===== src/rtl/clkdiv_pkg.sv =====
// Shared types and helpers for the programmable clock divider.
// Optional feature macro: CLKDIV_PERIOD_CNT_EN (adds a period counter output).
package clkdiv_pkg;

   // Controller states: IDLE (stopped), RUN (counting), PEND (divisor queued),
   // STOP (finishing the current period before halting).
   typedef enum logic [1:0] {
      IDLE = 2'd0,
      RUN  = 2'd1,
      PEND = 2'd2,
      STOP = 2'd3
   } state_e;

   // Smallest divisor that still yields both a high and a low phase.
   localparam int DIV_MIN = 2;

   // High-phase length for a divisor: odd divisors get the extra cycle high.
   function automatic logic [31:0] half_of(input logic [31:0] div);
      return (div + 32'd1) >> 1;
   endfunction

endpackage


===== src/rtl/clkdiv_phase_gen.sv =====
// Phase counter for the clock divider: counts 0..div-1, derives the registered
// divided clock and the rising-edge tick, and owns the active divisor.
// The divisor only changes on load_i, which the controller asserts either in
// IDLE or on the wrap cycle, so the waveform never gets a truncated phase.
// Optional feature macro: CLKDIV_PERIOD_CNT_EN (handled in clkdiv_ctrl).
module clkdiv_phase_gen
   import clkdiv_pkg::*;
#(
   parameter int DIV_W       = 8,
   parameter int DEFAULT_DIV = 6
) (
   input  logic             clk_i,
   input  logic             rst_i,
   input  logic             active_i,    // controller is currently in a counting state
   input  logic             run_next_i,  // controller will be in a counting state next cycle
   input  logic             load_i,      // replace the active divisor this cycle
   input  logic [DIV_W-1:0] load_div_i,
   output logic             wrap_o,      // last cycle of the current period
   output logic [DIV_W-1:0] div_o,
   output logic             clk_out_o,
   output logic             tick_o
);

   localparam logic [DIV_W-1:0] ONE     = DIV_W'(1);
   localparam logic [DIV_W-1:0] DEF_DIV = DIV_W'(DEFAULT_DIV);

   logic [DIV_W-1:0] cnt_q, cnt_d;
   logic [DIV_W-1:0] div_q, div_d;
   logic             clk_out_q, clk_out_d;
   logic             tick_q, tick_d;
   logic             wrap;

   function automatic logic [DIV_W-1:0] half_w(input logic [DIV_W-1:0] d);
      return DIV_W'(half_of(32'(d)));
   endfunction

   assign wrap = active_i && (cnt_q == (div_q - ONE));

   // Next counter, divisor and output levels; outputs follow the next count
   // so that clk_out and tick are plain registers.
   always_comb begin
      div_d = div_q;
      if (load_i) begin
         div_d = load_div_i;
      end
      cnt_d = '0;
      if (active_i && run_next_i && !wrap) begin
         cnt_d = cnt_q + ONE;
      end
      clk_out_d = run_next_i && (cnt_d < half_w(div_d));
      tick_d    = run_next_i && (cnt_d == '0);
   end

   // Counter, divisor and output registers with synchronous reset.
   always_ff @(posedge clk_i) begin
      if (rst_i) begin
         cnt_q     <= '0;
         div_q     <= DEF_DIV;
         clk_out_q <= 1'b0;
         tick_q    <= 1'b0;
      end else begin
         cnt_q     <= cnt_d;
         div_q     <= div_d;
         clk_out_q <= clk_out_d;
         tick_q    <= tick_d;
      end
   end

   assign wrap_o    = wrap;
   assign div_o     = div_q;
   assign clk_out_o = clk_out_q;
   assign tick_o    = tick_q;

endmodule


===== src/rtl/clkdiv_ctrl.sv =====
// Programmable integer clock divider with run/stop control and a divisor
// update scheduler. Divisor updates and stop requests both take effect only
// at a period boundary (the wrap cycle), keeping clk_out glitch-free.
// Handshake: a divisor transfers when cfg_valid && cfg_ready; cfg_ready is a
// function of the registered state only, so it never depends on cfg_valid.
// Optional feature macro: CLKDIV_PERIOD_CNT_EN adds period_cnt[15:0].
module clkdiv_ctrl
   import clkdiv_pkg::*;
#(
   parameter int DIV_W       = 8,
   parameter int DEFAULT_DIV = 6
) (
   input  logic             clk,
   input  logic             rst,
   input  logic             en,
   input  logic             cfg_valid,
   input  logic [DIV_W-1:0] cfg_div,
   output logic             cfg_ready,
   output logic             cfg_err,
   output logic             clk_out,
   output logic             tick,
   output logic             busy
`ifdef CLKDIV_PERIOD_CNT_EN
   ,output logic [15:0]     period_cnt
`endif
);

   localparam logic [DIV_W-1:0] DIV_MIN_W = DIV_W'(DIV_MIN);

   state_e           state_q, state_d;
   logic             pend_vld_q, pend_vld_d;
   logic [DIV_W-1:0] pend_div_q, pend_div_d;
   logic             cfg_err_q, cfg_err_d;

   logic             xfer, div_ok, take, active, hold_new, pend_any;
   logic [DIV_W-1:0] pend_val;
   logic             wrap, load, run_next;
   logic [DIV_W-1:0] load_div, div_act;

   // Transfer decode: a legal divisor offered outside IDLE becomes pending;
   // in IDLE it is loaded straight away.
   always_comb begin
      xfer     = cfg_valid && cfg_ready;
      div_ok   = (cfg_div >= DIV_MIN_W);
      take     = xfer && div_ok;
      active   = (state_q != IDLE);
      hold_new = take && active;
      pend_any = pend_vld_q || hold_new;
      pend_val = hold_new ? cfg_div : pend_div_q;
   end

   // FSM state register.
   always_ff @(posedge clk) begin
      if (rst) begin
         state_q <= IDLE;
      end else begin
         state_q <= state_d;
      end
   end

   // FSM next-state: every counting state resolves run/stop at the wrap.
   always_comb begin
      state_d = state_q;
      case (state_q)
         IDLE: begin
            if (en) state_d = RUN;
         end
         RUN, PEND: begin
            if (wrap)          state_d = en ? RUN : IDLE;
            else if (!en)      state_d = STOP;
            else if (pend_any) state_d = PEND;
            else               state_d = RUN;
         end
         STOP: begin
            if (wrap) state_d = en ? RUN : IDLE;
         end
         default: state_d = IDLE;
      endcase
   end

   // FSM outputs: ready drops whenever a divisor is already queued.
   always_comb begin
      cfg_ready = (state_q == IDLE) || (state_q == RUN) ||
                  ((state_q == STOP) && !pend_vld_q);
      busy      = (state_q != IDLE);
   end

   // Divisor scheduling: load in IDLE on transfer, otherwise only at wrap.
   always_comb begin
      load       = ((state_q == IDLE) && take) || (wrap && pend_any);
      load_div   = (state_q == IDLE) ? cfg_div : pend_val;
      pend_vld_d = wrap ? 1'b0 : pend_any;
      pend_div_d = pend_val;
      cfg_err_d  = xfer && !div_ok;
      run_next   = (state_d != IDLE);
   end

   // Pending divisor and error pulse registers.
   always_ff @(posedge clk) begin
      if (rst) begin
         pend_vld_q <= 1'b0;
         pend_div_q <= '0;
         cfg_err_q  <= 1'b0;
      end else begin
         pend_vld_q <= pend_vld_d;
         pend_div_q <= pend_div_d;
         cfg_err_q  <= cfg_err_d;
      end
   end

   assign cfg_err = cfg_err_q;

   clkdiv_phase_gen #(
      .DIV_W       (DIV_W),
      .DEFAULT_DIV (DEFAULT_DIV)
   ) u_phase (
      .clk_i      (clk),
      .rst_i      (rst),
      .active_i   (active),
      .run_next_i (run_next),
      .load_i     (load),
      .load_div_i (load_div),
      .wrap_o     (wrap),
      .div_o      (div_act),
      .clk_out_o  (clk_out),
      .tick_o     (tick)
   );

`ifdef CLKDIV_PERIOD_CNT_EN
   logic [15:0] period_cnt_q;

   // Period counter: counts ticks, restarts whenever the active divisor changes.
   always_ff @(posedge clk) begin
      if (rst) begin
         period_cnt_q <= '0;
      end else if (load && (load_div != div_act)) begin
         period_cnt_q <= '0;
      end else if (tick) begin
         period_cnt_q <= period_cnt_q + 16'd1;
      end
   end

   assign period_cnt = period_cnt_q;
`else
   // No period counter in this build; div_act is only consumed internally.
   logic unused_div_act;
   assign unused_div_act = ^div_act;
`endif

endmodule


===== config.mk =====
export PLATFORM = sky130hd
export DESIGN_NAME = clkdiv_ctrl
export DESIGN_NICKNAME = d
export VERILOG_FILES = /design/src/rtl/clkdiv_pkg.sv /design/src/rtl/clkdiv_phase_gen.sv /design/src/rtl/clkdiv_ctrl.sv
export SDC_FILE = /design/constraint.sdc
export NUM_CORES = 1
export LEC_CHECK = 0
export CAP_MARGIN = 20
export CORE_MARGIN = 2
export CORE_UTILIZATION = 25
export CTS_BUF_LIST = sky130_fd_sc_hd__clkbuf_16
export DETAILED_ROUTE_END_ITERATION = 8
export PLACE_DENSITY = 0.39
export SYNTH_ARGS = -nofsm -noshare
export SYNTH_HDL_FRONTEND = slang
export SYNTH_SLANG_ARGS = --single-unit

===== constraint.sdc =====
create_clock -name clk -period 5.3 [get_ports clk]
set_input_delay 1.06 -clock clk [delete_from_list [all_inputs] [get_ports clk]]
set_output_delay 1.06 -clock clk [all_outputs]
set_load 0.02 [all_outputs]

==> out/metrics.cfg, run 1 <==
[sta]
rsz0062_at_grt = false
final.period_utilization_pct = 91.8
setup_total_negative_slack_ps = 0
hold_viol_final = 0
period_needed_ps = 4860
worstMarginPinSlew_ps = 966
slew_margin_rel_pct = 35.3
fin_worst_skew_ps = 4.82
report.final.slew_viol_count = 0
fmaxAchievable_mhz = 206
setup_violations = 0
hold-worst-slack_ps = 504

[clock_network]
clock_latency_late_sink_ps = 270
clock_buffers_created_by_tritoncts = 5
tritoncts = built
postCtsSetupBuffers = 0
cts.hold.buffers_added = 0
h-tree-depth = 2
cts-resized-gates = 0
path_clk_slew_ps = 50
ctsLongestPathBuffers = 2
numClockSinks = 30
cts_root_buffer = sky130_fd_sc_hd__clkbuf_16

[pwr]
static-leakage-power_uw = 0.00104
power_per_cell_area_mw_per_mm2 = 415
netSwitchingPower_uw = 503
power.sequential.fraction_pct = 27.3
switching_share_pct = 42.6
power.ir.vdd_worst_mv = 0.148
power.combinational.fraction_pct = 49.6
intPower_uw = 678
clkPwrFrac_pct = 23.1
total_power_uw = 1180

[cells_and_area]
mostFrequentLayoutCells = sky130_fd_sc_hd__dfxtp_1 (30), sky130_fd_sc_hd__nor2_1 (25), sky130_fd_sc_hd__mux2i_1 (23)
syn_to_final_growth_pct = 18.3
finalNetCount = 327
layout.filler_cells = 1042
cell_count_final_fillers_out = 431
drive_above_1_share_pct = 11.3
insertedDiodeCount = 0
mostFrequentLayoutCell = sky130_fd_sc_hd__dfxtp_1

[floorplanning]
placeableCoreArea_mm2 = 0.00928
dieWidth_um = 102
die_height_um = 102
initial_standard_cell_utilization_of_the_core_pct = 25.9
placement_rows = 35
ios = 17
design.die.area_mm2 = 0.0104

[critical_path]
r2r_cells = 21
cp_slowest_cell = sky130_fd_sc_hd__clkdlybuf4s50_1
regToRegEndpoint = u_phase.clk_out_o
critical_path.cell_chain = clkdlybuf4s50_1 -> nor3_1 -> nand2_1 -> a31oi_2 -> mux2i_1 -> mux2i_1 -> ha_1 -> nand2_1 -> xor2_1 -> nand2_1 -> o21ai_0 -> nand2_1 -> o21ai_0 -> ha_1 -> a21o_1 -> a21o_1 -> a211oi_1 -> o2111ai_1 -> a211oi_1
critical_path_required_ps = 5490
path_depth = 19
worstPathMaxFanout = 7
ff2ff_setup_slack_ps = 670
worst_path_most_repeated_cell = sky130_fd_sc_hd__nand2_1
worst_path_largest_cell_delay_ps = 490
critical_path.top_delay_family = compound AO/OA/AOI/OAI gates
worst_setup_path_start_kind = input pin
timing_worst_setup_path_type = input pin to register
cp.arrival_ps = 5050
worstPathBufferInverterCount = 1
crit-reg2reg-launch = u_phase.div_o[0]
end_kind = register

[route]
drt_pre_antenna_iters = 4
avgViaCountPerCell = 4.84
routedWlPerCell_um = 14.6
vias = 2087
ant_nets = 0
totalWireLength_um = 6300
first_iter_violations = 87
drcViolationCount = 0

[logic_synthesis]
synth-seq-area-share_pct = 25.0
synth.area.mux_share_pct = 11.0
synth_area_in_adders_pct = 7.28
compound_cell_area_share_of_the_yosys_netlist_pct = 15.2
synthXorXnorAreaFrac_pct = 9.47
post_synth.cell_area_avg_um2 = 8.47
mappedNetlistNets = 310
syn_inst = 284
synth.cell_area_mm2 = 0.00240
leading_cell_types_by_total_area_after_synthesis = sky130_fd_sc_hd__dfxtp_1 (25%), sky130_fd_sc_hd__mux2i_1 (9.6%), sky130_fd_sc_hd__ha_1 (7.3%), sky130_fd_sc_hd__xor2_1 (6.2%), sky130_fd_sc_hd__nor2_1 (3.9%)
yosys_warnings = 0
synth_simple_gate_area_share_pct = 27.2
postSynthRegisterBits = 30
synth_top_flop_cell = sky130_fd_sc_hd__dfxtp_1
async_s_r_ff_share_synth_pct = 0
dominant_combinational_cell_family_by_area_after_synthesis = simple AND/OR/NAND/NOR gates
post-synth-top-area-cell = sky130_fd_sc_hd__dfxtp_1
synth_largest_type_area_fraction_pct = 25.0
post_synth_num_cell_types = 54
synth_edf_count = 0

[worst_hold_path]
min_to = pend_div_q[7]
timing.hold.worst_path_depth = 2
holdCritStartpoint = pend_div_q[7]
hold_crit_path_type = register to register

[placement]
place.detailed.instances = 423
gp_congestion = 0.726
buffer_ports.inserted = 16
place_hpwl_um = 4870

[global_routing]
grt_first_pass_wirelength_um = 10300
gr-total-overflow = 0
globalRouteTotalUtil_pct = 12.7
grt_antenna_before_repair = 0
grt_pass1_vias = 1968
grt_max_degree = 25

[flow_run]
drv.max_cap_violation_count = 0

[outcome]
outcome = finished, final reports clean

[final cells by class]
type	count	area, um^2	share of cell area (%)
multi-input cells	231	1690	59.5
flip-flops and latches	30	601	21.1
repair buffers	24	220	7.74
well taps	129	161	5.67
clock buffers	5	125	4.40
inverters	9	33.8	1.19
clock inverters	3	12.5	0.440
[logic make-up (layout without fill, tap and decap cells)]
family / after synthesis / in the layout
AOI/OAI and AO/OA: 49 / 49
xor gates and xnor gates: 26 / 26
adders and majority gates: 14 / 14
buffers and inverters: 23 / 41
DFF: 30 / 30
muxes: 26 / 26
and+or+nand+nor: 116 / 116
[power groups by stage]
stage          clock network, uW  registers, uW  logic [uW]
2_1_floorplan                  0            304         467
3_3_place_gp                   0            328         592
3_5_place_dp                   0            327         589
4_1_cts                      283            323         591
5_1_grt                      289            330         650
6_report                     273            323         586
[tightest hold or removal path, cell delays in order (launching register included)]
cell                      delay, ps
sky130_fd_sc_hd__dfxtp_1        320
sky130_fd_sc_hd__mux2i_1         60
sky130_fd_sc_hd__nor2_1          80
[state kept, by name, indices dropped and copies added (netlist names)]
| signal | flops |
|---|---|
| u_phase.cnt_q | 8 |
| pend_div_q | 8 |
| cfg_err | 1 |
| u_phase.tick_o | 1 |
| u_phase.div_o | 8 |
| u_phase.clk_out_o | 1 |
| pend_vld_q | 1 |
| state_q | 2 |
[Yosys cell counts, drive strengths merged, types with 2 or more instances]
cell,n
nand2b,5
clkbuf,5
mux2,3
inv,9
dfxtp,30
o211ai,5
o21ai,10
a21o,3
nand4,7
nand3,6
or2,2
nor3,13
o21a,2
and2,2
buf,9
a211oi,6
a21oi,10
nor4,9
nor2b,2
mux2i,23
and4,2
ha,14
and3,9
nand3b,3
a31oi,3
o31ai,4
or3,3
xor2,17
nor2,25
xnor2,9
o2111ai,2
nand2,22
nor3b,2
[routing by layer]
layer  share of wire, %  global-route usage (%)  vias up
met4               0.87                    3.08        0
met2                 45                    19.5       18
met5                  0                       0        -
met3                2.1                    2.33        5
met1                 52                    18.3      991
li1                   -                       -     1073
[worst max path at each step]
stage | slack, ps | endpoint | from
6_report | 440 | u_phase.clk_out_o | cfg_div[6]
5_1_grt | 40 | u_phase.clk_out_o | cfg_div[6]
4_1_cts | 450 | u_phase.clk_out_o | cfg_div[6]
3_5_place_dp | 160 | u_phase.clk_out_o | cfg_div[6]
3_3_place_gp | 230 | u_phase.clk_out_o | cfg_div[4]
2_1_floorplan | 730 | u_phase.clk_out_o | cfg_div[4]
[through the flow]
| step | utilization [%] | area [um^2] | setup WS, ps |
|---|---|---|---|
| 2_1_floorplan | - | 2400 | 734 |
| 3_3_place_gp | 29.2 | 2710 | 231 |
| 3_5_place_dp | 29.2 | 2710 | 156 |
| 4_1_cts | 30.6 | 2850 | 449 |
| 5_1_grt | 30.6 | 2850 | 44.8 |
| 6_report | 30.6 | 2850 | 437 |
Power figures use the tool's default switching activity.
==> run 2, diff against run 1 <==
==> constraint.sdc (replaced) <==
create_clock -name clk -period 5.42 [get_ports clk]
set_input_delay 1.084 -clock clk [delete_from_list [all_inputs] [get_ports clk]]
set_output_delay 1.084 -clock clk [all_outputs]
set_load 0.02 [all_outputs]
==> out/metrics.cfg, run 2 (synthesis results as in run 1) <==
[route]
wl_met3_um = 142  ; +8.4%
top_layer_used = met4
routedWlPerCell_um = 14.6  ; +0.12%
first_iter_violations = 101  ; +16%
drcViolationCount = 0  ; unchanged
met2WireLength_um = 2780  ; -2.2%
drt_pre_antenna_iters = 4  ; unchanged
met1_layer_wirelength_in_the_final_routing_um = 3290  ; +0.83%
totalWireLength_um = 6280  ; -0.35%
vias = 2045  ; -2.0%
ant_nets = 0  ; unchanged
avgViaCountPerCell = 4.77  ; -1.6%

[sta]
setup_violations = 0  ; unchanged
report.final.slew_viol_count = 0  ; unchanged
hold_viol_final = 0  ; unchanged
worstMarginPinSlew_ps = 960  ; -6.67 ps
slew_margin_rel_pct = 35.7  ; +0.45 points
fmaxAchievable_mhz = 206
setup_total_negative_slack_ps = 0  ; unchanged
period_needed_ps = 4860
final.period_utilization_pct = 89.6
fin_worst_skew_ps = 3.93  ; -0.890 ps
rsz0062_at_grt = false

[critical_path]
end_kind = register
cp.arrival_ps = 5050  ; about the same
cp-endpoint = u_phase.clk_out_o
worstPathMaxFanout = 7  ; unchanged
critical_path_required_ps = 5610  ; +120 ps
cp_slowest_cell = sky130_fd_sc_hd__clkdlybuf4s50_1
worst_setup_path_start_kind = input pin
ff2ff_setup_slack_ps = 750  ; +80 ps
critical_path.cell_chain = clkdlybuf4s50_1 -> nor4_2 -> nand2_1 -> a31oi_2 -> mux2i_1 -> mux2i_1 -> ha_1 -> nand2_1 -> xor2_1 -> nand2_1 -> o21ai_0 -> nand2_1 -> o21ai_0 -> ha_1 -> a21o_1 -> a21o_1 -> a211oi_1 -> o2111ai_1 -> a211oi_1
worst_path_most_repeated_cell = sky130_fd_sc_hd__nand2_1
timing_worst_setup_path_type = input pin to register
cp-startpoint = cfg_div[4]
worst_path_largest_cell_delay_ps = 510  ; +20 ps
r2r_cells = 21  ; unchanged
crit-reg2reg-launch = u_phase.div_o[0]
regToRegEndpoint = u_phase.clk_out_o

[clock_network]
cts_root_buffer = sky130_fd_sc_hd__clkbuf_16
tritoncts = built
clock_buffers_created_by_tritoncts = 5  ; unchanged
numClockSinks = 30  ; unchanged
h-tree-depth = 2  ; unchanged
cts.hold.buffers_added = 0  ; unchanged
ctsLongestPathBuffers = 2  ; unchanged
clock_latency_late_sink_ps = 270  ; about the same
path_clk_slew_ps = 50  ; about the same

[outcome]
outcome = finished, final reports clean

[cells_and_area]
drive_above_1_share_pct = 11.0  ; -0.26 points
finalNetCount = 325  ; -0.61%
syn_to_final_growth_pct = 18.0
mostFrequentLayoutCells = sky130_fd_sc_hd__dfxtp_1 (30), sky130_fd_sc_hd__nor2_1 (25), sky130_fd_sc_hd__mux2i_1 (23)
mostFrequentLayoutCell = sky130_fd_sc_hd__dfxtp_1
layout.filler_cells = 1016  ; -2.5%
insertedDiodeCount = 0  ; unchanged
layout.core_utilization_pct = 30.6  ; -0.094 points

[placement]
gp_congestion = 0.724  ; -0.19%
buffer_ports.inserted = 16  ; unchanged
place_hpwl_um = 4840  ; -0.69%

[floorplanning]
dieWidth_um = 102  ; unchanged
die_height_um = 102  ; unchanged
design.die.area_mm2 = 0.0104  ; unchanged
initial_standard_cell_utilization_of_the_core_pct = 25.9  ; unchanged
placeableCoreArea_mm2 = 0.00928  ; unchanged
ios = 17  ; unchanged
placement_rows = 35  ; unchanged

[pwr]
clkPwrFrac_pct = 23.1  ; about the same
power.ir.vdd_worst_mv = 0.141  ; -5.1%
power_per_cell_area_mw_per_mm2 = 407  ; -1.9%
power.sequential.fraction_pct = 27.4  ; about the same
netSwitchingPower_uw = 493  ; -2.1%
switching_share_pct = 42.7  ; +0.073 points
static-leakage-power_uw = 0.00103  ; -0.88%
total_power_uw = 1150  ; -2.2%
power.combinational.fraction_pct = 49.5  ; about the same
intPower_uw = 662  ; -2.4%

[global_routing]
globalRouteTotalUtil_pct = 12.7  ; about the same
grt_antenna_before_repair = 0  ; unchanged
gr-total-overflow = 0  ; unchanged
grt_pass1_vias = 1929  ; -2.0%
grt_max_degree = 25  ; unchanged
grt_first_pass_wirelength_um = 10300  ; -0.26%

[worst_hold_path]
hold_crit_path_type = register to register

[flow_run]
drv.max_cap_violation_count = 0  ; unchanged

## run 2: cell types whose count changed in the layout (fill, tap and decap cells not counted)
cell                     delta
sky130_fd_sc_hd__nor4_2     +1
sky130_fd_sc_hd__buf_4      -2
sky130_fd_sc_hd__nor4_1     -1
## run 2: final cells by class
class | count | area [um^2] | share of cell area, %
Timing Repair Buffer | 22 | 205 | 7.23
Tap cell | 129 | 161 | 5.69
Sequential cell | 30 | 601 | 21.2
Multi-Input combinational cell | 231 | 1700 | 59.9
Inverter | 9 | 33.8 | 1.19
Clock buffer | 5 | 125 | 4.41
Clock inverter | 3 | 12.5 | 0.441
## run 2: critical path: cells and delay by family
kind	cells	cell delay [ps]
AOI/OAI and AO/OA	8	1570
and+or+nand+nor	5	740
adders and majority gates	2	670
buffers and inverters	1	510
muxes	2	330
xor gates and xnor gates	1	150
## run 2: stage by stage
stage	instances	hold slack [ps]	worst slack, ps	area (um^2)
2_1_floorplan	284	454	830	2400
5_1_grt	429	546	108	2840
3_5_place_dp	421	497	133	2690
6_report	429	499	563	2840
3_3_place_gp	421	500	183	2690
4_1_cts	429	510	401	2830
## run 2: routing by layer
layer / track usage, % / vias to the layer above
met5: 0 / -
met4: 3.08 / 0
met3: 2.12 / 6
met2: 19.0 / 18
met1: 18.9 / 954
li1: - / 1067
## run 2: timing repair
| action | CTS | global route |
|---|---|---|
| setup endpoints to repair | 0 | 1 |
| buffers inserted | 0 | 0 |
| resized for setup | 0 | 1 |
## run 2: worst min path at each step
stage | from | endpoint | slack, ps | depth (start not counted)
after CTS | pend_div_q[7] | pend_div_q[7] | 510 | 2
after floorplan | pend_div_q[7] | pend_div_q[7] | 450 | 2
after global placement | pend_div_q[7] | pend_div_q[7] | 500 | 2
after global routing | pend_div_q[7] | pend_div_q[7] | 550 | 2
final | pend_div_q[7] | pend_div_q[7] | 500 | 2
after detailed placement | pend_div_q[7] | pend_div_q[7] | 500 | 2
## run 2: power groups by stage
stage | combinational, uW | sequential, uW | clock, uW
3_3_place_gp | 577 | 321 | 0
2_1_floorplan | 457 | 297 | 0
3_5_place_dp | 575 | 321 | 0
5_1_grt | 636 | 323 | 287
6_report | 571 | 317 | 267
4_1_cts | 578 | 316 | 274
